===== src/rtl/serial_subtractor_if.sv =====
// Start/done request bundle for the bit-serial subtractor.
// master drives start/A/B; slave returns busy/done/D/bout/ovf/zero.
interface serial_subtractor_if #(
  parameter int WIDTH = 16
);
  logic             start;
  logic [WIDTH-1:0] A;
  logic [WIDTH-1:0] B;
  logic             busy;
  logic             done;
  logic [WIDTH-1:0] D;
  logic             bout;
  logic             ovf;
  logic             zero;

  modport master (
    output start,
    output A,
    output B,
    input  busy,
    input  done,
    input  D,
    input  bout,
    input  ovf,
    input  zero
  );

  modport slave (
    input  start,
    input  A,
    input  B,
    output busy,
    output done,
    output D,
    output bout,
    output ovf,
    output zero
  );
endinterface


===== src/rtl/serial_subtractor.sv =====
// Bit-serial D = A - B, one bit per clock, LSB first.
// Ports: Clk, Reset_n (async low), bus (slave: start/A/B in; busy/done/D/bout/ovf/zero out).
module serial_subtractor #(
  parameter int WIDTH = 16
) (
  input  logic                 Clk,
  input  logic                 Reset_n,
  serial_subtractor_if.slave   bus
);

  localparam int CW = (WIDTH > 2) ? $clog2(WIDTH) : 1;
  localparam logic [CW-1:0] LAST = CW'(WIDTH - 1);

  typedef enum logic [1:0] {
    S_IDLE,
    S_SHIFT,
    S_DONE
  } state_t;

  state_t r_state;
  state_t w_next;

  logic [WIDTH-1:0] r_sa;
  logic [WIDTH-1:0] r_sb;
  logic [WIDTH-1:0] r_sr;
  logic             r_c;
  logic [CW-1:0]    r_cnt;
  logic             r_amsb;
  logic             r_bmsb;

  logic [WIDTH-1:0] r_d;
  logic             r_bout;
  logic             r_ovf;
  logic             r_zero;

  logic             w_accept;
  logic             w_shift;
  logic             w_last;
  logic             w_s;
  logic             w_cout;
  logic [WIDTH-1:0] w_sr_next;

  assign w_accept  = (r_state == S_IDLE) && bus.start;
  assign w_shift   = (r_state == S_SHIFT);
  assign w_last    = w_shift && (r_cnt == LAST);

  // Full-adder cell; SB already holds ~B and c starts at 1.
  assign w_s       = r_sa[0] ^ r_sb[0] ^ r_c;
  assign w_cout    = (r_sa[0] & r_sb[0])
                   | (r_sa[0] & r_c)
                   | (r_sb[0] & r_c);
  assign w_sr_next = {w_s, r_sr[WIDTH-1:1]};

  always_ff @(posedge Clk or negedge Reset_n) begin
    if (!Reset_n) begin
      r_state <= S_IDLE;
    end else begin
      r_state <= w_next;
    end
  end

  always_comb begin
    w_next = r_state;
    unique case (r_state)
      S_IDLE: begin
        if (bus.start) begin
          w_next = S_SHIFT;
        end
      end
      S_SHIFT: begin
        if (r_cnt == LAST) begin
          w_next = S_DONE;
        end
      end
      S_DONE: begin
        w_next = S_IDLE;
      end
      default: begin
        w_next = S_IDLE;
      end
    endcase
  end

  always_ff @(posedge Clk or negedge Reset_n) begin
    if (!Reset_n) begin
      r_sa   <= '0;
      r_sb   <= '0;
      r_sr   <= '0;
      r_c    <= 1'b0;
      r_cnt  <= '0;
      r_amsb <= 1'b0;
      r_bmsb <= 1'b0;
    end else if (w_accept) begin
      r_sa   <= bus.A;
      r_sb   <= ~bus.B;
      r_sr   <= '0;
      r_c    <= 1'b1;
      r_cnt  <= '0;
      r_amsb <= bus.A[WIDTH-1];
      r_bmsb <= bus.B[WIDTH-1];
    end else if (w_shift) begin
      r_sa   <= {1'b0, r_sa[WIDTH-1:1]};
      r_sb   <= {1'b0, r_sb[WIDTH-1:1]};
      r_sr   <= w_sr_next;
      r_c    <= w_cout;
      r_cnt  <= r_cnt + CW'(1);
    end
  end

  // Result registers move only on the completion edge.
  always_ff @(posedge Clk or negedge Reset_n) begin
    if (!Reset_n) begin
      r_d    <= '0;
      r_bout <= 1'b0;
      r_ovf  <= 1'b0;
      r_zero <= 1'b0;
    end else if (w_last) begin
      r_d    <= w_sr_next;
      r_bout <= ~w_cout;
      r_ovf  <= (r_amsb ^ r_bmsb)
              & (w_sr_next[WIDTH-1] ^ r_amsb);
      r_zero <= (w_sr_next == '0);
    end
  end

  assign bus.busy = (r_state == S_SHIFT);
  assign bus.done = (r_state == S_DONE);
  assign bus.D    = r_d;
  assign bus.bout = r_bout;
  assign bus.ovf  = r_ovf;
  assign bus.zero = r_zero;

endmodule

===== src/flat_wrapper.sv =====
// flat-port wrapper written by rule: the top's interface ports become plain ports
module serial_subtractor_flat 
#(
  parameter int WIDTH = 16
)
  (Clk, Reset_n, bus_start, bus_A, bus_B, bus_busy, bus_done, bus_D, bus_bout, bus_ovf, bus_zero);
  serial_subtractor_if #(.WIDTH(WIDTH)) bus_i ();
  input  logic Clk;
  input  logic Reset_n;
  input wire logic [$bits(bus_i.start)-1:0] bus_start;
  input wire logic [$bits(bus_i.A)-1:0] bus_A;
  input wire logic [$bits(bus_i.B)-1:0] bus_B;
  output wire logic [$bits(bus_i.busy)-1:0] bus_busy;
  output wire logic [$bits(bus_i.done)-1:0] bus_done;
  output wire logic [$bits(bus_i.D)-1:0] bus_D;
  output wire logic [$bits(bus_i.bout)-1:0] bus_bout;
  output wire logic [$bits(bus_i.ovf)-1:0] bus_ovf;
  output wire logic [$bits(bus_i.zero)-1:0] bus_zero;
  assign bus_i.start = bus_start;
  assign bus_i.A = bus_A;
  assign bus_i.B = bus_B;
  assign bus_busy = bus_i.busy;
  assign bus_done = bus_i.done;
  assign bus_D = bus_i.D;
  assign bus_bout = bus_i.bout;
  assign bus_ovf = bus_i.ovf;
  assign bus_zero = bus_i.zero;
  serial_subtractor #(.WIDTH(WIDTH)) u_core (.Clk(Clk), .Reset_n(Reset_n), .bus(bus_i));
endmodule

===== config.mk =====
export PLATFORM = sky130hd
export DESIGN_NAME = serial_subtractor_flat
export DESIGN_NICKNAME = d
export VERILOG_FILES = /design/src/rtl/serial_subtractor_if.sv /design/src/rtl/serial_subtractor.sv /design/src/flat_wrapper.sv
export SDC_FILE = /design/constraint.sdc
export NUM_CORES = 1
export LEC_CHECK = 0
export ABC_AREA = 1
export BUFFER_PORTS_ARGS = -buffer_cell sky130_fd_sc_hd__clkbuf_2
export CAP_MARGIN = 10
export CORE_MARGIN = 4
export CORE_UTILIZATION = 23
export DETAILED_ROUTE_END_ITERATION = 16
export PLACE_DENSITY = 0.42
export REMOVE_ABC_BUFFERS = 1
export SYNTH_ARGS = -nofsm -noshare
export SYNTH_HDL_FRONTEND = slang
export SYNTH_SLANG_ARGS = --single-unit

===== constraint.sdc =====
create_clock -name Clk -period 1.9 [get_ports Clk]
set_input_delay 0.095 -clock Clk [delete_from_list [all_inputs] [get_ports Clk]]
set_output_delay 0.095 -clock Clk [all_outputs]
set_load 0.03 [all_outputs]

### Word level (Yosys, flattened, before mapping)

Cells that the tools add are included.

| storage, ports and cells | value |
|---|---|
| memories | 0 |
| output and inout bits | 21 |
| ROM bits | 0 |
| input port bits | 35 |
| register bits after elaboration | 76 |
| word-level logic and storage cells | 49 |
| memory bits (writable) | 0 |
| bits in latches | 0 |

| cells by class | value |
|---|---|
| shift-type cells | 0 |
| equal/unequal tests | 5 |
| mux-type cells | 13 |
| reductions and logical operators | 6 |
| multipliers | 0 |
| order comparisons | 0 |
| bitwise operators | 12 |
| div/mod/pow operators | 0 |
| add/subtract/negate cells | 1 |

Operators by type and width:

| operator | count |
|---|---|
| 16-bit two-way mux | 6 |
| 16-bit logical NOT | 1 |
| 16-bit NOT | 1 |
| 4-bit two-way mux | 2 |
| 4-bit by 1-bit adder with 4-bit output, second input constant | 1 |
| 1-bit bitwise AND | 4 |
| 4-bit equality test, second input constant | 1 |
| 2-bit two-way mux | 2 |
| 2-bit != test, second input constant | 2 |
| 2-bit case mux with 2 select lines | 1 |
| 1-bit XOR | 4 |
| 2-bit by 1-bit equality test with 1-bit output, second input constant | 1 |
| 2-bit equality test, second input constant | 1 |
| 1-bit logical AND | 2 |
| 2-bit logical NOT | 1 |
| 1-bit two-way mux | 2 |
| 1-bit bitwise OR | 2 |
| 2-bit AND reduction | 1 |
| 2-bit nonzero test | 1 |
| 1-bit NOT | 1 |

### Longest topological paths before layout

Gate-level depths: netlist of the first run.

| depth | value |
|---|---|
| word-level depth | 5 |
| gate-level depth with buffers | 8 |
| gate-level depth less buffers | 8 |

### Worst setup path before layout of the first run

OpenSTA, ideal clock, no wires.

| timing path | value |
|---|---|
| path kind | reg2reg |
| start point | reg u_core.r_c |
| end point | reg u_core.r_zero (netlist: u_core.bus.zero) |
| slack | 0.561 ns |
| arrival time | 1.274 ns |
| cell stages (with the launch flop) | 9 |
| library setup time | 0.065 ns |
| data required time | 1.835 ns |
| period minus slack after synthesis | 1.339 ns |
| buffers on the path | 0 |
| cell sequence | dfrtp_1 inv_1 fa_1 inv_1 nor2_1 nand2_1 nor2_1 nand3_1 nand2_1 |

| on the way | value |
|---|---|
| cells in the longest elaborated chain, start to end | 2 |

Ends and longest elaborated chain:

| what | RTL line | text |
|---|---|---|
| start, declared | serial_subtractor.sv:26 | `logic r_c;` |
| start signal, assigned | serial_subtractor.sv:105 | `r_c <= w_cout;` |
| 1-bit XOR | serial_subtractor.sv:48 | `assign w_s = r_sa[0] ^ r_sb[0] ^ r_c;` |
| 16-bit logical NOT | serial_subtractor.sv:122 | `r_zero <= (w_sr_next == '0);` |
| end signal, assigned | serial_subtractor.sv:122 |  |
| end, declared | serial_subtractor.sv:34 | `logic r_zero;` |

Every way passes these cells.
A chain may end at the register's enable or synchronous reset.

### Worst setup path in the final report of the first run

| timing path | value |
|---|---|
| start point | reg u_core.r_state[0] |
| end point | out bus_busy |

| on the way | value |
|---|---|
| cells in the longest elaborated chain, start to end | 1 |

Ends and longest elaborated chain:

| what | RTL line | text |
|---|---|---|
| start, declared | serial_subtractor.sv:20 | `state_t r_state;` |
| start signal, assigned | serial_subtractor.sv:58 | `r_state <= w_next;` |
| 2-bit by 1-bit equality test with 1-bit output | serial_subtractor.sv:126 | `assign bus.busy = (r_state == S_SHIFT);` |
| end, declared | flat_wrapper.sv:13 | `output wire logic [$bits(bus_i.busy)-1:0] bus_busy;` |

Every way passes these cells.

==> impl_metrics.json, run 1 <==
{
  "grt_usage_pct": 10.2,
  "synth_top_flop_cell": "dfrtp_1",
  "synth_edf_count": 0,
  "crit_required_ps": 1800,
  "pre_cts_ws_ps": 381,
  "slew_headroom_pct": 62.4,
  "yosysSeqAreaShare_pct": 58.8,
  "final-setup-viol-count": 0,
  "core_area_um2": 13400,
  "fmax_ghz": 0.576,
  "vdd_drop_max_v": 0.000566,
  "slew_violations": 0,
  "grt_max_degree": 42,
  "cts.sinks": 75,
  "ys_seq_elements": 75,
  "yosysWarnings": 0,
  "antennaDiodeCount": 0,
  "min_period_ps": 1740,
  "nNetsFinal": 456,
  "synth_commonest_cells": "113 x nand2_1, 75 x dfrtp_1, 37 x o21ai_0, 23 x inv_1, 21 x nand3_1",
  "htreeDepth": 3,
  "drv_cap": 0,
  "powerDensity_nw_per_um2": 1650,
  "slowest_delay_ps": 450,
  "dr.max_layer_used": "met4",
  "netlist_instances": 345,
  "start_util_pct": 23.8,
  "rsz0062_at_grt": "false",
  "startpoint_type": "register",
  "gr-total-overflow": 0,
  "clkTransAtPathRegs_ps": 60,
  "ctsLongestPathBuffers": 2,
  "drc": 0,
  "gp_congestion": 0.754,
  "die-area_um2": 15800,
  "p_leak_nw": 2.02,
  "grt_pass1_vias": 2768,
  "dpl-instance-area_um2": 3670,
  "dr.first_iter.drc_count": 147,
  "netlist_area_um2": 3190,
  "io_buffers": 55,
  "dp.final_hpwl_um": 5010,
  "wl_per_cell_um": 12.5,
  "syn_to_final_growth_pct": 30.6,
  "cts_made_buffers": 9,
  "fillers": 1458,
  "cp.arrival_ps": 1640,
  "finalHoldViolCount": 0,
  "cts-root-buf": "clkbuf_16",
  "worst_pin_slew_ps": 565,
  "syn_area_per_cell_um2": 9.26,
  "vias": 2516,
  "synth.most_common_cell": "nand2_1",
  "synth.largest_area_cell": "dfrtp_1",
  "path_buf_inv": 2,
  "wl_um": 7490,
  "setup_slack_ps": 165,
  "synthDistinctLibCells": 23,
  "fin_crit_sh_pct": 91.3,
  "fin_tns_setup_ps": 0,
  "tritoncts": "built",
  "clk_latency_ps": 330,
  "dr.pass1.iters": 4,
  "rows": 42,
  "status": "complete, no violations",
  "hold_class": "input port to register",
  "path_cells": "nand2_4 -> inv_2 -> clkbuf_2",
  "ys_top_cells_by_area": "dfrtp_1 59%, nand2_1 13%, o21ai_0 5.8%, o21ai_2 4.1%, nand3_1 3.3%",
  "dr_wl_met2_um": 3490,
  "antenna_found_initial": 0,
  "finClkSkew_ps": 3.95,
  "detail-route-antenna-nets": 0,
  "grt_pass1_wl_um": 13000,
  "wl_met1_um": 3540,
  "drive_gt1_share_pct": 24.5,
  "met3_length_um": 405,
  "pin_count": 56,
  "die_w_um": 126,
  "path_class": "register to primary output",
  "crit_slowest_cell": "dfrtp_1",
  "critPathTopFamily": "buffers and inverters",
  "endpoint_kind": "primary output",
  "die_h_um": 126,
  "synth.top_cell.area_share_pct": 58.8,
  "async_reset_ff_share_pct": 100,
  "stdcell_area_um2": 4170,
  "vias_per_cell": 4.19,
  "cp_max_fo": 23
}
## worst paths after layout
kind,start,slack [ps],end,depth (start not counted)
setup / recovery,u_core.r_state[0],160,bus_busy,3
hold / removal,bus_A[15],20,u_core.r_sa[15],3
setup reg to reg,u_core.r_cnt[0],390,u_core.bus.D[2],6
hold reg to reg,u_core.bus.bout,470,u_core.bus.bout,2
max in group asynchronous,Reset_n,1040,u_core.r_sa[11],3
min in group asynchronous,Reset_n,300,u_core.bus.D[9],2
## logic make-up (layout without fill, tap and decap cells)
family	Yosys count	count (layout)	synth area share [%]
buf+inv	43	122	6.31
fa+ha+maj	2	2	1.02
flops	75	75	58.8
compound gates	71	71	13.5
simple gates	154	154	20.4
## tightest hold or removal path: stages
cell and delay [ps]:
clkbuf_2 80, nand2_1 70, nand2_1 70
## stage by stage
| step | cells | hold slack, ps | total power, W | utilization (%) |
|---|---|---|---|---|
| after CTS | 600 | 4.46 | 0.00700 | 31.1 |
| final | 600 | 21.7 | 0.00686 | 31.1 |
| after detailed placement | 567 | 135 | 0.00507 | 27.4 |
| after global placement | 567 | 127 | 0.00503 | 27.4 |
| after floorplan | 329 | -201 | 0.00430 | - |
| after global routing | 600 | 14.8 | 0.00742 | 31.1 |
## registers in the layout, indices dropped and copies added, names as in the netlist
| register | count |
|---|---|
| u_core.bus.D | 16 |
| u_core.bus.bout | 1 |
| u_core.bus.ovf | 1 |
| u_core.bus.zero | 1 |
| u_core.r_amsb | 1 |
| u_core.r_bmsb | 1 |
| u_core.r_c | 1 |
| u_core.r_cnt | 4 |
| u_core.r_sa | 16 |
| u_core.r_sb | 16 |
| u_core.r_sr | 15 |
| u_core.r_state | 2 |
## area by class of cell
class                           instances  area [um^2]  share of cell area [%]
Sequential cell                        75         1880                    45.0
Multi-Input combinational cell        227         1110                    26.7
Timing Repair Buffer                   79          526                    12.6
Clock buffer                           10          239                    5.73
Tap cell                              176          220                    5.28
Inverter                               27          104                    2.49
Clock inverter                          6         88.8                    2.13
## metal layers
layer / track usage (%) / vias up
met5: 0 / -
met4: 2.59 / 0
met3: 4.23 / 5
met2: 16.7 / 55
met1: 12.4 / 1195
li1: - / 1261
## what timing repair did
action / 4_1_cts / 5_1_grt
hold buffers: 17 / 0
setup endpoints to repair: 0 / 0
endpoints found under the hold margin: 56 / 0
resized for setup: 0 / 0
buffers inserted: 0 / 0
## where the power goes
| group | switching, W | leakage (nW) | internal (W) |
|---|---|---|---|
| Clock | 0.000661 | 0.155 | 0.00118 |
| Sequential | 0.000368 | 0.934 | 0.00228 |
| Combinational | 0.00155 | 0.935 | 0.000815 |
## layout by cell type, fill, tap and decap left out, types with 2 or more instances in the layout
cell type,count
nand2_1,113
clkinvlp_4,2
a21oi_1,2
clkbuf_16,9
nor2_1,13
clkbuf_2,54
o21ai_0,37
o22ai_1,14
o21ai_1,2
nand3_1,21
o21ai_2,15
nand2_2,3
buf_12,2
dfrtp_1,75
bufinv_16,2
nand2_4,2
inv_2,3
inv_1,23
buf_4,6
dlygate4sd3_1,17
(Power assumes the default switching activity.)
==> inputs of run 2 (changes only) <==
--- a/config.mk
+++ b/config.mk
@@ -8,6 +8,7 @@
 export ABC_AREA = 1
 export BUFFER_PORTS_ARGS = -buffer_cell sky130_fd_sc_hd__clkbuf_2
 export CAP_MARGIN = 10
+export CORE_ASPECT_RATIO = 1.1
 export CORE_MARGIN = 4
 export CORE_UTILIZATION = 23
 export DETAILED_ROUTE_END_ITERATION = 16
==> run 2 against run 1 <==
Against the previous run:
- power decreased by 2.9%
- clock power decreased by 12%
- global-route usage increased by 0.053 points
- setup slack improved by 110 ps
- clock-buffer cell count increased by 2
- fmax increased by 6.7%
- clock skew increased by 1.8 ps
- sequential share of layout area increased by 0.45 points
- non-clock buffer count decreased by 2
- sequential cell count unchanged
- wire length increased by 0.57%
- die area about the same
- highest routed layer unchanged
==> impl_metrics.json, run 2 (same netlist as run 1, synthesis figures left out) <==
{
  "status": "complete, no violations",
  "cts.sinks": 75,
  "vdd_drop_max_v": 0.000580,
  "htreeDepth": 3,
  "startpoint_type": "register",
  "detail-route-antenna-nets": 0,
  "slowest_delay_ps": 450,
  "fin_tns_setup_ps": 0,
  "pin_count": 56,
  "min_period_ps": 1630,
  "multi_input_area_um2": 1110,
  "dp.final_hpwl_um": 4900,
  "fmax_ghz": 0.615,
  "holdWs_ps": 5.12,
  "finalHoldViolCount": 0,
  "antennaDiodeCount": 0,
  "dp_cells": 573,
  "gr-total-overflow": 0,
  "endpoint_kind": "primary output",
  "core_area_um2": 13400,
  "clk_latency_ps": 330,
  "post-route-util_pct": 30.9,
  "final_cell_mix": "113 x nand2_1, 75 x dfrtp_1, 54 x clkbuf_2",
  "dpl-instance-area_um2": 3680,
  "start_util_pct": 23.9,
  "stdcell_area_um2": 4130,
  "powerDensity_nw_per_um2": 1610,
  "die_h_um": 132,
  "crit_slowest_cell": "dfrtp_1",
  "fin_crit_sh_pct": 85.6,
  "p_leak_nw": 2.00,
  "rsz0062_at_grt": "false",
  "critPathTopFamily": "buffers and inverters",
  "dr.first_iter.drc_count": 115,
  "die_w_um": 120,
  "crit_required_ps": 1800,
  "final-setup-viol-count": 0,
  "grt_pass1_vias": 2579,
  "path_buf_inv": 2,
  "rows": 44,
  "cts_made_buffers": 9,
  "nNetsFinal": 454,
  "dr.pass1.iters": 4,
  "hold_class": "input port to register",
  "wl_um": 7530,
  "die-area_um2": 15800,
  "drc": 0,
  "syn_to_final_growth_pct": 29.3,
  "slew_violations": 0,
  "fillers": 1434,
  "worst_pin_slew_ps": 423,
  "finClkSkew_ps": 5.74,
  "grt_usage_pct": 10.2,
  "slew_headroom_pct": 71.8,
  "final_cell_count_no_fill": 605,
  "drive_gt1_share_pct": 23.3,
  "cp.arrival_ps": 1530,
  "ctsLongestPathBuffers": 2,
  "final_common_cell": "nand2_1",
  "gp_congestion": 0.709,
  "cp_max_fo": 25,
  "hold_start": "bus_A[0]",
  "rr_startpoint": "u_core.r_cnt[0]",
  "vias": 2480,
  "vias_per_cell": 4.10,
  "antenna_found_initial": 0,
  "grt_max_degree": 76,
  "regArea_um2": 1880,
  "clkTransAtPathRegs_ps": 60,
  "path_cells": "nand2_4 -> inv_4 -> clkbuf_2",
  "path_class": "register to primary output",
  "wl_per_cell_um": 12.4,
  "tritoncts": "built",
  "crit_start": "u_core.r_state[0]",
  "grt_pass1_wl_um": 13100,
  "io_buffers": 55,
  "cts-root-buf": "clkbuf_16",
  "drv_cap": 0
}
-- run 2: through the flow --
step / setup WS [ps] / power [W]
after detailed placement: 375 / 0.00509
after global routing: 126 / 0.00725
after CTS: 121 / 0.00680
after floorplan: 484 / 0.00430
final: 274 / 0.00666
after global placement: 408 / 0.00505
-- run 2: worst paths after layout --
kind / end / slack, ps / depth (start not counted)
worst max-delay path: bus_busy / 270 / 3
worst min-delay path: u_core.r_sa[0] / 5 / 3
worst max register to register: u_core.bus.D[8] / 380 / 6
worst min register to register: u_core.bus.ovf / 470 / 2
max in group asynchronous: u_core.bus.D[7] / 1240 / 3
min in group asynchronous: u_core.r_sa[12] / 300 / 3
-- run 2: tightest hold or removal path, stage by stage --
cell and delay (ps):
clkbuf_2 80, nand2_1 50, o211ai_1 70
-- run 2: layout make-up --
class                   instances  share of cell area [%]
well taps                     184                    5.58
flip-flops and latches         75                    45.5
inverters                      27                    2.58
clock buffers                  12                    5.73
multi-input cells             227                    27.0
clock inverters                 3                   0.970
repair buffers                 77                    12.7
-- run 2: what timing repair did --
| item | 4_1_cts | 5_1_grt |
|---|---|---|
| gates resized for setup | 0 | 2 |
| hold buffers | 17 | 0 |
| endpoints found under the hold margin | 92 | 0 |
| buffers inserted | 0 | 0 |
| setup endpoints to repair | 0 | 1 |
-- run 2: where the power goes --
part           switching, W  internal [W]
Clock              0.000623       0.00101
Sequential         0.000366       0.00228
Combinational       0.00156      0.000821
-- run 2: layer usage --
layer | track usage (%) | wire, um
met5 | 0 | 0
met2 | 15.8 | 3530
met4 | 3.40 | 96
met3 | 3.53 | 402
met1 | 13.4 | 3500
==> inputs of run 3 (changes only) <==
--- a/config.mk
+++ b/config.mk
@@ -8,9 +8,10 @@
 export ABC_AREA = 1
 export BUFFER_PORTS_ARGS = -buffer_cell sky130_fd_sc_hd__clkbuf_2
 export CAP_MARGIN = 10
-export CORE_ASPECT_RATIO = 1.1
+export CORE_ASPECT_RATIO = 0.9
 export CORE_MARGIN = 4
 export CORE_UTILIZATION = 23
+export CTS_BUF_LIST = sky130_fd_sc_hd__clkbuf_8
 export DETAILED_ROUTE_END_ITERATION = 16
 export PLACE_DENSITY = 0.42
 export REMOVE_ABC_BUFFERS = 1
==> run 3 against run 2 <==
Against the previous run:
- power fell by 7.2%
- clock skew grew 3.6 ps
- final cell count fell by 2.0%
- global-route usage about the same
- hold slack improved by 32 ps
- design area shrank 2.5%
- critical path type unchanged
- largest cell class unchanged
==> impl_metrics.json, run 3 (same netlist as run 1, synthesis figures left out) <==
{
  "clk_latency_ps": 350,
  "io_buffers": 55,
  "gp_congestion": 0.713,
  "die-area_um2": 15800,
  "post-route-util_pct": 29.9,
  "path_cells": "inv_2 -> nand2_4 -> inv_4 -> clkbuf_2",
  "finClkSkew_ps": 9.35,
  "grt_max_degree": 35,
  "regToRegSetupSlack_ps": 310,
  "fin_crit_sh_pct": 87.8,
  "cts.sinks": 75,
  "grt_pass1_vias": 2611,
  "final-setup-viol-count": 0,
  "post_cts_buffers": 0,
  "vias": 2542,
  "status": "complete, no violations",
  "slowest_delay_ps": 390,
  "die_w_um": 132,
  "core_area_um2": 13500,
  "min_period_ps": 1670,
  "fmax_ghz": 0.600,
  "start_util_pct": 23.7,
  "htreeDepth": 3,
  "nNetsFinal": 457,
  "wl_um": 7630,
  "crit_required_ps": 1800,
  "endpoint_kind": "primary output",
  "cp.arrival_ps": 1570,
  "dr.pass1.iters": 4,
  "vdd_drop_max_v": 0.000491,
  "worst_pin_slew_ps": 426,
  "crit_end": "bus_busy",
  "clkTransAtPathRegs_ps": 80,
  "path_class": "register to primary output",
  "final_cell_mix": "113 x nand2_1, 75 x dfrtp_1, 54 x clkbuf_2",
  "startpoint_type": "register",
  "grt_pass1_wl_um": 13000,
  "drive_gt1_share_pct": 24.5,
  "crit_slowest_cell": "dfrtp_1",
  "detail-route-antenna-nets": 0,
  "dp.final_hpwl_um": 5160,
  "vias_per_cell": 4.29,
  "slew_violations": 0,
  "finalHoldViolCount": 0,
  "cp_max_fo": 26,
  "rsz0062_at_grt": "false",
  "die_h_um": 120,
  "syn_to_final_growth_pct": 26.0,
  "slew_headroom_pct": 71.6,
  "grt_usage_pct": 10.3,
  "drc": 0,
  "drv_cap": 0,
  "antennaDiodeCount": 0,
  "rr_startpoint": "u_core.r_state[1]",
  "p_leak_nw": 1.97,
  "r2r_cells": 6,
  "regToRegEndpoint": "u_core.r_sa[4]",
  "hold_class": "input port to register",
  "dr.first_iter.drc_count": 102,
  "pin_count": 56,
  "cts-root-buf": "clkbuf_8",
  "tritoncts": "built",
  "crit_start": "u_core.r_state[1]",
  "wl_per_cell_um": 12.9,
  "fin_tns_setup_ps": 0,
  "rows": 40,
  "gr-total-overflow": 0,
  "cts_made_buffers": 9,
  "powerDensity_nw_per_um2": 1540,
  "final_common_cell": "nand2_1",
  "ctsLongestPathBuffers": 2,
  "holdWs_ps": 37.0,
  "antenna_found_initial": 0
}
==> run 3: changes by cell type in the layout (fill, tap and decap cells not counted), moves of 2 or more <==
cell       change
buf_4          +3
clkbuf_8      +11
clkbuf_1       -3
clkbuf_16      -9
clkinv_2       +2
==> run 3: where the power goes <==
part | switching [W] | internal (W) | total, W
logic | 0.00157 | 0.000818 | 0.00239
clock network | 0.000605 | 0.000536 | 0.00114
registers | 0.000374 | 0.00228 | 0.00265
==> run 3: worst min-delay path by stage <==
stage               slack, ps                to      start  cells after the start
detailed placement         70  u_core.bus.D[11]    Reset_n                      1
global route               40    u_core.r_sb[6]   bus_B[6]                      4
CTS                        20    u_core.r_sb[5]   bus_B[5]                      4
global placement           60  u_core.bus.D[11]    Reset_n                      1
finish                     40   u_core.r_sb[14]  bus_B[14]                      4
floorplan                -200   u_core.bus.D[0]    Reset_n                      0
==> run 3: worst max-delay path, delay by kind of cell (launching register included) <==
kind	cells	cell delay [ps]
AND/OR/NAND/NOR	1	210
flip-flops	1	390
buffers and inverters	3	610
==> run 3: layer usage <==
layer  vias to the layer above  global-route usage (%)  part of all wire [%]
met5                         -                       0                     0
met4                         0                    2.79                   1.2
met3                        10                    3.86                   5.3
met2                        51                    15.4                    44
met1                      1218                    13.9                    50
li1                       1263                       -                     -
==> run 3: layout make-up <==
class                           instances  area, um^2
Clock buffer                           11         151
Clock inverter                          5        27.5
Fill cell                            1443        9440
Inverter                               27         106
Multi-Input combinational cell        227        1110
Sequential cell                        75        1880
Tap cell                              168         210
Timing Repair Buffer                   80         536
==> run 3: stage by stage <==
stage / worst slack (ps) / area [um^2] / cells / power, W
2_1_floorplan: 484 / 3100 / 329 / 0.00430
3_3_place_gp: 302 / 3660 / 559 / 0.00504
3_5_place_dp: 262 / 3660 / 559 / 0.00509
4_1_cts: 67.5 / 4020 / 593 / 0.00629
5_1_grt: 84.7 / 4020 / 593 / 0.00670
6_report: 232 / 4020 / 593 / 0.00618
==> run 3: timing repair <==
action / in CTS / in global routing
endpoints found under the hold margin: 46 / 0
hold buffers: 18 / 0
setup endpoints to repair: 0 / 1
resized for setup: 0 / 2
